**src/rtl/fetch_unit_pkg.sv**
```systemverilog
// Shared types and constants for the RV32I fetch stage.
package core_pkg;

    localparam int          XLEN      = 32;
    localparam logic [31:0] RESET_PC  = 32'h0000_0000;
    localparam logic [31:0] INST_NOP  = 32'h0000_0013;
    localparam int          BUF_DEPTH = 2;

    // One buffered instruction together with the address it came from.
    typedef struct packed {
        logic [31:0]     inst;
        logic [XLEN-1:0] pc;
    } fetch_entry_t;

    // Fetch sequencing: free to request, waiting for a kept response,
    // or waiting for a response that a redirect has made stale.
    typedef enum logic [1:0] {
        IDLE_REQ  = 2'd0,
        WAIT      = 2'd1,
        WAIT_DROP = 2'd2
    } fetch_state_e;

endpackage

```
**src/rtl/fetch_unit_if.sv**
```systemverilog
// Fetch-stage bus: imem request/response, redirect, and decoder handshake.
interface fetch_unit_if #(parameter int XLEN = 32);

    logic            imem_req_valid;
    logic            imem_req_ready;
    logic [XLEN-1:0] imem_req_addr;
    logic            imem_rsp_valid;
    logic [31:0]     imem_rsp_data;
    logic            redirect_valid;
    logic [XLEN-1:0] redirect_pc;
    logic            inst_valid;
    logic            inst_ready;
    logic [31:0]     inst;
    logic [XLEN-1:0] inst_pc;

    // Fetch unit side.
    modport master (
        output imem_req_valid, imem_req_addr,
        input  imem_req_ready, imem_rsp_valid, imem_rsp_data,
        input  redirect_valid, redirect_pc,
        output inst_valid, inst, inst_pc,
        input  inst_ready
    );

    // Environment side: memory, branch logic and decoder.
    modport slave (
        input  imem_req_valid, imem_req_addr,
        output imem_req_ready, imem_rsp_valid, imem_rsp_data,
        output redirect_valid, redirect_pc,
        input  inst_valid, inst, inst_pc,
        output inst_ready
    );

endinterface

```
**src/rtl/fetch_unit_buf.sv**
```systemverilog
// Two-entry instruction queue with flush; head is a registered entry.
module fetch_buf
    import core_pkg::*;
(
    input  logic         clk,
    input  logic         reset,
    input  logic         push,
    input  logic         pop,
    input  logic         flush,
    input  fetch_entry_t din,
    output fetch_entry_t head,
    output logic [1:0]   count
);

    fetch_entry_t mem [2];
    logic         wr_ptr;
    logic         rd_ptr;
    logic         do_push;
    logic         do_pop;

    assign do_push = push && (count != 2'd2);
    assign do_pop  = pop && (count != 2'd0);
    assign head    = mem[rd_ptr];

    // Storage, pointers and occupancy; flush discards everything queued.
    always_ff @(posedge clk) begin
        if (reset) begin
            for (int i = 0; i < 2; i++) mem[i] <= '0;
            wr_ptr <= 1'b0;
            rd_ptr <= 1'b0;
            count  <= 2'd0;
        end else if (flush) begin
            wr_ptr <= 1'b0;
            rd_ptr <= 1'b0;
            count  <= 2'd0;
        end else begin
            if (do_push) begin
                mem[wr_ptr] <= din;
                wr_ptr      <= ~wr_ptr;
            end
            if (do_pop) rd_ptr <= ~rd_ptr;
            case ({do_push, do_pop})
                2'b10:   count <= count + 2'd1;
                2'b01:   count <= count - 2'd1;
                default: count <= count;
            endcase
        end
    end

endmodule

```
**src/rtl/fetch_unit.sv**
```systemverilog
// Instruction fetch: owns the PC, one outstanding imem request, and a
// two-entry queue feeding the decoder; redirects flush queued and in-flight work.
module fetch_unit #(
    parameter int              XLEN      = core_pkg::XLEN,
    parameter logic [XLEN-1:0] RESET_PC  = core_pkg::RESET_PC,
    parameter int              BUF_DEPTH = core_pkg::BUF_DEPTH
) (
    input  logic          clk,
    input  logic          reset,
    fetch_unit_if.master  io
);

    import core_pkg::*;

    fetch_state_e    state;
    fetch_state_e    state_nxt;
    logic [XLEN-1:0] pc;
    logic [XLEN-1:0] inflight_pc;
    logic            outstanding;
    logic            accept;
    logic            push;
    logic            pop;
    logic [1:0]      count;
    fetch_entry_t    head;
    fetch_entry_t    push_entry;

    assign outstanding = (state != IDLE_REQ);

    // A queue slot is reserved at request time, so responses never stall.
    assign io.imem_req_valid = !reset && !outstanding &&
                               ((32'(count) + 32'(outstanding)) < 32'(BUF_DEPTH));
    assign io.imem_req_addr  = reset ? RESET_PC : pc;
    assign accept            = io.imem_req_valid && io.imem_req_ready;

    // Only a response belonging to a still-current request is kept.
    assign push = io.imem_rsp_valid && (state == WAIT) && !io.redirect_valid;
    assign pop  = io.inst_valid && io.inst_ready;

    assign push_entry.inst = io.imem_rsp_data;
    assign push_entry.pc   = inflight_pc;

    assign io.inst_valid = !reset && (count != 2'd0);
    assign io.inst       = reset ? 32'h0 : head.inst;
    assign io.inst_pc    = reset ? '0 : head.pc;

    // Request-tracking state register.
    always_ff @(posedge clk) begin
        if (reset) state <= IDLE_REQ;
        else       state <= state_nxt;
    end

    // Next state: a redirect turns any live request into one to discard.
    always_comb begin
        state_nxt = state;
        if (io.redirect_valid) begin
            case (state)
                IDLE_REQ: if (accept) state_nxt = WAIT_DROP;
                default:  state_nxt = io.imem_rsp_valid ? IDLE_REQ : WAIT_DROP;
            endcase
        end else begin
            case (state)
                IDLE_REQ:  if (accept) state_nxt = WAIT;
                WAIT:      if (io.imem_rsp_valid) state_nxt = IDLE_REQ;
                WAIT_DROP: if (io.imem_rsp_valid) state_nxt = IDLE_REQ;
                default:   state_nxt = IDLE_REQ;
            endcase
        end
    end

    // PC advance on accept; a redirect overrides and suppresses the increment.
    always_ff @(posedge clk) begin
        if (reset) begin
            pc          <= RESET_PC;
            inflight_pc <= RESET_PC;
        end else begin
            if (io.redirect_valid)
                pc <= {io.redirect_pc[XLEN-1:2], 2'b00};
            else if (accept)
                pc <= pc + XLEN'(4);
            if (accept) inflight_pc <= pc;
        end
    end

    fetch_buf u_buf (
        .clk   (clk),
        .reset (reset),
        .push  (push),
        .pop   (pop),
        .flush (io.redirect_valid),
        .din   (push_entry),
        .head  (head),
        .count (count)
    );

endmodule

```
**src/flat_wrapper.sv**
```systemverilog
// flat-port wrapper written by rule: the top's interface ports become plain ports
module fetch_unit_flat import core_pkg::*;
#(
    parameter int              XLEN      = core_pkg::XLEN,
    parameter logic [XLEN-1:0] RESET_PC  = core_pkg::RESET_PC,
    parameter int              BUF_DEPTH = core_pkg::BUF_DEPTH
)
  (clk, reset, io_imem_req_valid, io_imem_req_addr, io_imem_req_ready, io_imem_rsp_valid, io_imem_rsp_data, io_redirect_valid, io_redirect_pc, io_inst_valid, io_inst, io_inst_pc, io_inst_ready);
  fetch_unit_if #(.XLEN(XLEN)) io_i ();
  input  logic clk;
  input  logic reset;
  output wire logic [$bits(io_i.imem_req_valid)-1:0] io_imem_req_valid;
  output wire logic [$bits(io_i.imem_req_addr)-1:0] io_imem_req_addr;
  input wire logic [$bits(io_i.imem_req_ready)-1:0] io_imem_req_ready;
  input wire logic [$bits(io_i.imem_rsp_valid)-1:0] io_imem_rsp_valid;
  input wire logic [$bits(io_i.imem_rsp_data)-1:0] io_imem_rsp_data;
  input wire logic [$bits(io_i.redirect_valid)-1:0] io_redirect_valid;
  input wire logic [$bits(io_i.redirect_pc)-1:0] io_redirect_pc;
  output wire logic [$bits(io_i.inst_valid)-1:0] io_inst_valid;
  output wire logic [$bits(io_i.inst)-1:0] io_inst;
  output wire logic [$bits(io_i.inst_pc)-1:0] io_inst_pc;
  input wire logic [$bits(io_i.inst_ready)-1:0] io_inst_ready;
  assign io_imem_req_valid = io_i.imem_req_valid;
  assign io_imem_req_addr = io_i.imem_req_addr;
  assign io_i.imem_req_ready = io_imem_req_ready;
  assign io_i.imem_rsp_valid = io_imem_rsp_valid;
  assign io_i.imem_rsp_data = io_imem_rsp_data;
  assign io_i.redirect_valid = io_redirect_valid;
  assign io_i.redirect_pc = io_redirect_pc;
  assign io_inst_valid = io_i.inst_valid;
  assign io_inst = io_i.inst;
  assign io_inst_pc = io_i.inst_pc;
  assign io_i.inst_ready = io_inst_ready;
  fetch_unit #(.XLEN(XLEN), .RESET_PC(RESET_PC), .BUF_DEPTH(BUF_DEPTH)) u_core (.clk(clk), .reset(reset), .io(io_i));
endmodule
```
**config.mk**
```make
export PLATFORM = sky130hd
export DESIGN_NAME = fetch_unit_flat
export DESIGN_NICKNAME = d
export VERILOG_FILES = /design/src/rtl/fetch_unit_pkg.sv /design/src/rtl/fetch_unit_if.sv /design/src/rtl/fetch_unit_buf.sv /design/src/rtl/fetch_unit.sv /design/src/flat_wrapper.sv
export SDC_FILE = /design/constraint.sdc
export NUM_CORES = 1
export LEC_CHECK = 0
export BUFFER_PORTS_ARGS = -buffer_cell sky130_fd_sc_hd__buf_2
export CORE_MARGIN = 2
export CORE_UTILIZATION = 35
export CTS_CLUSTER_SIZE = 25
export DETAILED_ROUTE_END_ITERATION = 16
export SLEW_MARGIN = 30
export SYNTH_ARGS = -nofsm -noshare
export SYNTH_HDL_FRONTEND = slang
export SYNTH_SLANG_ARGS = --single-unit
```
**constraint.sdc**
```tcl
create_clock -name clk -period 5 [get_ports clk]
set_input_delay 0.25 -clock clk [delete_from_list [all_inputs] [get_ports clk]]
set_output_delay 0.25 -clock clk [all_outputs]
set_load 0.01 [all_outputs]
```
=== Yosys cells after proc, flatten, opt, wreduce, memory -nomap -nowiden ===
Memories as Yosys holds them, arrays and structs flattened. A register that Yosys moved wholly into a read port is not among the register bits.
Cells that the tools add are included.

* Reduce and logical (&&, ||, !) cells: 21
* Mux-type cells: 24
* Multiply operators: 0
* Shifts and indexed selects: 0
* Magnitude comparators: 1
* Div/mod/pow operators: 0
* Add/subtract/negate cells: 4
* Eq/ne operators: 7
* Bitwise gates (word level): 2

{| class="wikitable"
|+ Operator list
! operator !! number
|-
| 2-to-1 mux 32 bit || 5
|-
| 2-to-1 mux 64 bit || 1
|-
| OR reduction 64 bit || 1
|-
| adder 32 x 3 -> 32 bit, second input constant || 1
|-
| < comparator 32 x 2 -> 1 bit, second input constant || 1
|-
| 2-to-1 mux 2 bit || 6
|-
| 2-to-1 mux 1 bit || 10
|-
| logical AND 1 bit || 9
|-
| case mux 2 bit (2 select lines) || 2
|-
| nonzero test 2 bit || 4
|-
| == test 2 x 1 -> 1 bit, second input constant || 2
|-
| == test 2 bit, second input constant || 2
|-
| OR reduction 2 bit || 2
|-
| adder 2 x 1 -> 3 bit || 1
|-
| zero test 1 bit || 3
|-
| inequality test 3 x 1 -> 1 bit, second input constant || 1
|-
| adder 2 x 1 -> 2 bit, second input constant || 1
|-
| zero test 2 bit || 1
|-
| inequality test 2 x 1 -> 1 bit, second input constant || 1
|-
| inequality test 2 bit, second input constant || 1
|-
| NOT 1 bit || 2
|-
| AND reduction 2 bit || 1
|-
| subtractor 2 x 1 -> 2 bit, second input constant || 1
|}

* Memories kept: 1
* ROM bits: 0
* Output and inout bits: 98
* Word-level logic and storage cells: 67
* Register bits: 70
* Memory bits (writable): 128
* Latch bits: 0

{| class="wikitable"
|+ Memories
! memory !! depth !! bits a word !! read ports !! clocked after memory_dff !! write ports !! RTL line !! source
|-
| u_core.u_buf.mem || 2 || 64 || 1 || 1 || 2 || fetch_unit_buf.sv:15 || <nowiki>fetch_entry_t mem [2];</nowiki>
|}

=== Logic depth before layout (Yosys ltp) ===
Gate-level depths: netlist of run 1.

* Word-level depth: 10
* Gate-level depth with buffers: 9

=== By module ===
A second synthesis of run 1 with hierarchy kept.

* Cells, all modules: 873
* Area total of the unflattened synthesis: 9551.7 um^2

{| class="wikitable"
|+ Modules (own cells, without submodules)
! module !! cells an instance !! seq. area each (um^2) !! times used !! area each (um^2)
|-
| fetch_buf || 370 || 3943.8 || 1 || 5824.3
|-
| fetch_unit || 503 || 1241.2 || 1 || 3727.3
|}

=== Least setup slack after synthesis of run 1 ===
Ideal clock, no wire load.

* Path kind: register to register
* Start point: reg u_core.state[1]
* End point: mem u_core.u_buf.mem[0][10] in the netlist's numbering, enable pin
* Library setup time: 0.495 ns
* Path buffers: 0
* Data arrival time: 3.687 ns
* Required time: 4.505 ns
* Cell stages (with the launch flop): 6
* Setup slack: 0.818 ns
* Path through: dfxtp_1 > inv_1 > ha_1 > o211ai_1 > nand2b_1 > o21bai_1

{| class="wikitable"
|+ RTL lines
! what !! RTL line !! source
|-
| start, declared || fetch_unit.sv:15 || <nowiki>fetch_state_e state;</nowiki>
|-
| start signal, assigned || fetch_unit.sv:49 || <nowiki>else state <= state_nxt;</nowiki>
|-
| end, declared || fetch_unit_buf.sv:15 ||
|}

==> results of run 1 <==
final timing paths:
kind / start / slack [ps] / end
max: u_core.state[1] / 2210 / u_core.u_buf.mem[1][44]
min: io_redirect_pc[16] / 40 / u_core.pc[16]
max reg2reg: u_core.state[1] / 2210 / u_core.u_buf.mem[1][44]
min reg2reg: u_core.inflight_pc[21] / 460 / u_core.inflight_pc[21]
sequential cells by signal, summed over array words and instances, names as in the netlist, named ones only:
register,flops
u_core.u_buf.rd_ptr,1
u_core.u_buf.mem,124
u_core.u_buf.count,2
u_core.pc,30
u_core.inflight_pc,30
u_core.state,2
u_core.u_buf.wr_ptr,1
area by class of cell:
class	count	area (µm²)
repair buffers	172	952.2
fillers	2402	13960
inverters	11	41.29
clock buffers	18	429.2
flip-flops and latches	191	5069
well taps	324	405.4
clock inverters	14	125.1
multi-input cells	558	3406
layer usage:
layer / wire length, µm / vias to the layer above / GRT usage, %
met4: 281 / 0 / 4.626
met2: 8739 / 156 / 23.85
li1: - / 3044 / -
met1: 9072 / 2765 / 20.60
met3: 921 / 15 / 2.783
met5: 0 / - / 0
layout by cell type, fill, tap and decap left out, types with 4 or more instances in the layout:
cell	synthesis	final
nand3_1	8	8
conb_1	1	4
dfxtp_1	67	66
edfxtp_1	124	124
a21oi_1	42	42
o21bai_1	7	6
inv_6	0	4
a211oi_1	11	11
buf_4	4	7
nor2b_1	23	23
nand2_1	77	77
ha_1	4	4
clkbuf_16	0	17
nor2_1	99	99
nor4_1	4	4
inv_1	11	11
o21ai_0	6	6
mux2i_1	66	66
nand4_1	5	5
buf_2	0	160
and2_1	126	126
xnor2_1	26	26
nor3_1	14	13
metrics by stage:
stage | power (mW) | instance area, µm² | cells
CTS | 3.344 | 10380 | 1286
floorplan | 1.950 | 8732 | 819
detailed placement | 2.054 | 9826 | 1254
global route | 3.449 | 10430 | 1288
finish | 3.303 | 10430 | 1288
global placement | 2.050 | 9786 | 1252
critical path, cell delays in order (launching register included):
cell	delay, ps
dfxtp_1	310
inv_1	70
ha_1	140
o211ai_1	100
nand2b_1	270
nor3b_2	190
buf_4	510
or2_4	550
buf_12	280
cells by family after synthesis:
logic type               after synthesis
other                                  1
AO/OA/AOI/OAI                         75
AND/OR/NAND/NOR                      380
flip-flops                           191
buffers and inverters                 70
adder cells (fa/ha/maj)                4
multiplexers                          66
XOR/XNOR                              29
power by group through the flow:
| stage | clock, mW | combinational, mW | sequential, mW |
|---|---|---|---|
| 5_1_grt | 1.39 | 0.273 | 1.78 |
| 3_3_place_gp | 0 | 0.240 | 1.81 |
| 3_5_place_dp | 0 | 0.242 | 1.81 |
| 2_1_floorplan | 0 | 0.150 | 1.80 |
| 6_report | 1.28 | 0.243 | 1.78 |
| 4_1_cts | 1.33 | 0.243 | 1.78 |
==> results.json, run 1 <==
{
  "outcome": "complete, no violations",
  "max_slew.worst_pin.slew_ps": 649.0,
  "start_kind": "flip-flop",
  "worst_r2r_path_depth": 8,
  "ir_drop_mv": 0.1685,
  "seq_area_frac_synth_pct": 58.08,
  "floorplan.die.height_um": 161.9,
  "yosys.cell_types.count": 44,
  "detail_route.wl_per_cell_um": 14.76,
  "critical_path.max_fanout": 63,
  "drtPass1Iterations": 5,
  "worst-endpoint-arrival_ps": 2900,
  "synthXorXnorAreaFrac_pct": 2.912,
  "synth_simple_gate_area_share_pct": 22.44,
  "ys.warnings.count": 0,
  "numCtsBuffers": 17,
  "gp_congestion": 0.7560,
  "final_core_util_pct": 42.75,
  "synth-adder-area-share_pct": 0.5739,
  "syn_area_um2": 8721,
  "place.port_buffers": 161,
  "drt-total-wl_um": 19020,
  "antenna_cells_inserted": 0,
  "starting_density_of_the_core_pct": 35.75,
  "post_route_cells_drive_above_1_share_pct": 22.20,
  "yosys.cell_count.top_type": "and2_1",
  "power.share.switching_pct": 24.75,
  "timing.slew.headroom_pct": 56.60,
  "global_route.overflow_total": 0,
  "die_width_um": 161.9,
  "ys_ff_latch": 191,
  "grt_setup_unrepaired": "false",
  "power_per_cell_area_nw_per_um2": 316.8,
  "complex_gate_fraction_of_the_synthesized_area_pct": 5.108,
  "synth_top_family_by_area": "simple AND/OR/NAND/NOR gates",
  "power.net_switching_mw": 0.8177,
  "post_synth_edffs": 124,
  "ys_top_cells_by_count": "126 x and2_1, 124 x edfxtp_1, 99 x nor2_1",
  "total_routing_usage_reported_by_global_routing_pct": 14.91,
  "routed-via-count": 5980,
  "cts_buffer_depth": 2,
  "detail-route-antenna-nets": 0,
  "wire_length_of_the_first_global_routing_pass_um": 30760,
  "hp-class": "input port to flip-flop",
  "finalHoldViolCount": 0,
  "avg_cell_area_syn_um2": 10.69,
  "standard_cell_core_area_um2": 24390,
  "finClkSkew_ps": 13.58,
  "postCtsResizedCells": 0,
  "achievable-frequency_mhz": 358.6,
  "syn2layout_area_growth_pct": 19.57,
  "register_share_of_total_power_pct": 53.7,
  "cts_setup_buffers": 0,
  "post_cts_hold_buffer_count": 0,
  "std_cell_rows": 57,
  "synth_largest_area_cell": "edfxtp_1",
  "h_tree_lvls": 4,
  "setup.worst_path.end_class": "flip-flop",
  "routed_via_density": 4.643,
  "crit_type": "flip-flop to flip-flop",
  "syn-instance-count": 816,
  "power.share.clock_pct": 38.9,
  "residual_drc": 0,
  "timing.hold.ws_ps": 43.31,
  "cap_viol_max_count": 0,
  "synth_top_area_cells": "edfxtp_1 43%, dfxtp_1 15%, and2_1 9.0%, mux2i_1 7.6%, nor2_1 4.3%",
  "hold_depth": 3,
  "io-pin-count": 168,
  "dp_slack_ps": 2046,
  "layout.nets": 1025,
  "worst_setup_hold_path_clk_slew_ps": 80,
  "finalCriticalPeriod_ps": 2789,
  "insertion_delay_ps": 430,
  "p_int_mw": 2.486,
  "maximum_number_of_pins_on_one_net_before_global_route_repair": 85,
  "post_synth_mux_area_share_pct": 7.575,
  "worstPathRequired_ps": 5120,
  "synth.top_cell.area_share_pct": 42.70,
  "timing_max_transition_violations_final": 0,
  "cts_tree": "yes",
  "fin_tns_setup_ps": 0,
  "dp_hpwl_um": 11810,
  "reported_leakage_power_nw": 3.975,
  "synth_ff_type": "edfxtp_1",
  "combPwrFrac_pct": 7.4,
  "final_setup_vio_count": 0,
  "cts.sink_count": 191,
  "dieArea_um2": 26200,
  "cts-root-buf": "clkbuf_16",
  "post-route-worst-setup-slack_ps": 2211,
  "first_global_vias": 5771,
  "asyncSetResetFlopFracSynth_pct": 0,
  "dr.first_iter.drc_count": 282,
  "period_share_pct": 55.77,
  "grt_antenna_before_repair": 0
}
Note: power is estimated with default switching activity, not from simulation.
==> run 2: changes to the inputs <==
- clock period: 5 -> 2.6 ns (I/O delays scaled with it)
==> run 2 against run 1 <==
  * Fmax is 26% higher
  * Register-to-register slack worse by 1800 ps
  * Global-route usage is 0.19 points higher
  * Non-clock buffer count is 65 higher
  * Setup slack worse by 1800 ps
  * Cell count is 5.0% higher
  * Utilization is 2.8 points higher
  * Combinational power is 130% higher
  * Clock power is 110% higher
  * Sequential power is 92% higher
  * Critical path type unchanged
  * Largest power group unchanged
==> results.json, run 2 (synthesis gave the netlist of run 1 again) <==
{
  "hp-class": "input port to flip-flop",
  "achievable-frequency_mhz": 452.2,
  "layout.cells.most_common": "buf_2",
  "endpoint_of_the_most_critical_register_to_register_path": "u_core.u_buf.mem[0][40]",
  "routed-via-count": 6218,
  "biggestRegsByFlops": "u_core.u_buf.mem (124), u_core.inflight_pc (30), u_core.pc (30)",
  "grt_setup_unrepaired": "false",
  "floorplan.die.height_um": 161.9,
  "insertion_delay_ps": 420,
  "combPwrFrac_pct": 8.2,
  "cts_tree": "yes",
  "max_slew.worst_pin.slew_ps": 822.1,
  "cts-root-buf": "clkbuf_16",
  "drt-total-wl_um": 19650,
  "worstPathRequired_ps": 2720,
  "fin_tns_setup_ps": 0,
  "crit_type": "flip-flop to flip-flop",
  "dp_slack_ps": 333.6,
  "std_cell_rows": 57,
  "worst-endpoint-arrival_ps": 2330,
  "regToRegSetupSlack_ps": 390,
  "finalHoldViolCount": 0,
  "timing_max_transition_violations_final": 0,
  "cts_buffer_depth": 2,
  "postCtsResizedCells": 0,
  "cap_viol_max_count": 0,
  "timing.slew.headroom_pct": 45.05,
  "p_int_mw": 5.159,
  "io-pin-count": 168,
  "outcome": "complete, no violations",
  "place.port_buffers": 161,
  "first_global_vias": 5959,
  "power.share.clock_pct": 40.6,
  "start_kind": "flip-flop",
  "reported_leakage_power_nw": 4.290,
  "antenna_cells_inserted": 0,
  "routed_via_density": 4.596,
  "power_per_cell_area_nw_per_um2": 600.2,
  "standard_cell_core_area_um2": 24390,
  "critical_path.reg2reg.startpoint": "u_core.state[1]",
  "drtPass1Iterations": 4,
  "finalCriticalPeriod_ps": 2212,
  "residual_drc": 0,
  "ir_drop_mv": 0.3523,
  "starting_density_of_the_core_pct": 35.75,
  "cts.sink_count": 191,
  "post_route_cells_drive_above_1_share_pct": 21.57,
  "final_cells": 1353,
  "placed_cells": 1264,
  "mostFrequentLayoutCells": "160 x buf_2, 126 x and2_1, 124 x edfxtp_1, 99 x nor2_1, 77 x nand2_1",
  "die_width_um": 161.9,
  "final_setup_vio_count": 0,
  "power.net_switching_mw": 1.514,
  "numCtsBuffers": 17,
  "post_cts_hold_buffer_count": 56,
  "setup.worst_path.end_class": "flip-flop",
  "critical_path.max_fanout": 23,
  "timing.hold.worst_endpoint": "u_core.pc[12]",
  "largest-register": "u_core.u_buf.mem",
  "syn2layout_area_growth_pct": 27.50,
  "global_route.overflow_total": 0,
  "worst_setup_hold_path_clk_slew_ps": 70,
  "layout.nets": 1090,
  "dieArea_um2": 26200,
  "cts_setup_buffers": 0,
  "power.share.switching_pct": 22.69,
  "h_tree_lvls": 4,
  "finClkSkew_ps": 14.14,
  "dp_hpwl_um": 12560,
  "detail_route.wl_per_cell_um": 14.53,
  "hold_depth": 3,
  "maximum_number_of_pins_on_one_net_before_global_route_repair": 63,
  "timing.hold.worst.start": "io_redirect_pc[12]",
  "largest_register_ff_count": 124,
  "wire_length_of_the_first_global_routing_pass_um": 31250,
  "grt_antenna_before_repair": 0,
  "worst_r2r_path_depth": 7,
  "total_routing_usage_reported_by_global_routing_pct": 15.10,
  "period_share_pct": 85.06,
  "gp_congestion": 0.7560,
  "post-route-worst-setup-slack_ps": 388.4,
  "dr.first_iter.drc_count": 353,
  "register_share_of_total_power_pct": 51.2,
  "detail-route-antenna-nets": 0
}
-- run 2: worst max-delay path by stage --
stage,from,end,slack [ps],depth (start not counted)
after CTS,u_core.state[1],u_core.u_buf.mem[0][37],320,7
after global placement,u_core.state[1],u_core.u_buf.mem[0][38],350,7
after floorplan,u_core.state[1],u_core.u_buf.mem[1][10],-40,6
after global routing,u_core.state[0],u_core.pc[14],200,7
final,u_core.state[1],u_core.u_buf.mem[0][40],390,7
after detailed placement,u_core.state[1],u_core.u_buf.mem[0][35],330,7
-- run 2: routing by layer --
| layer | global-route usage [%] | vias to the layer above | wire (µm) |
|---|---|---|---|
| li1 | - | 3169 | - |
| met4 | 3.862 | 0 | 190 |
| met3 | 2.962 | 7 | 722 |
| met2 | 24.12 | 140 | 9019 |
| met1 | 21.13 | 2902 | 9723 |
| met5 | 0 | - | 0 |
-- run 2: power by group through the flow --
stage	Combinational (mW)	Clock, mW	Sequential, mW
after floorplan	0.290	0	3.46
after global placement	0.480	0	3.48
final	0.547	2.71	3.41
after global routing	0.609	2.89	3.43
after detailed placement	0.483	0	3.48
after CTS	0.549	2.78	3.42
-- run 2: critical path, cell delays in order (launching register included) --
cell,delay [ps]
dfxtp_1,310
inv_1,80
ha_1,140
o211ai_1,100
nand2b_1,190
buf_4,160
o21bai_4,640
buf_12,260
-- run 2: through the flow --
| stage | utilization, % | hold WS [ps] | total power, mW | instance area (µm²) |
|---|---|---|---|---|
| floorplan | - | 269.3 | 3.747 | 8743 |
| global placement | 40.64 | 361.6 | 3.958 | 9913 |
| detailed placement | 40.64 | 370.7 | 3.967 | 9913 |
| CTS | 45.48 | 2.500 | 6.745 | 11090 |
| global route | 45.59 | 11.62 | 6.930 | 11120 |
| finish | 45.59 | 19.27 | 6.673 | 11120 |
-- run 2: layout make-up --
type                            instances  area (µm²)
Fill cell                            2335       13270
Sequential cell                       191        5069
Multi-Input combinational cell        558        3406
Timing Repair Buffer                  237        1580
Clock buffer                           23       499.2
Tap cell                              324       405.4
Clock inverter                          9       118.9
Inverter                               11       41.29
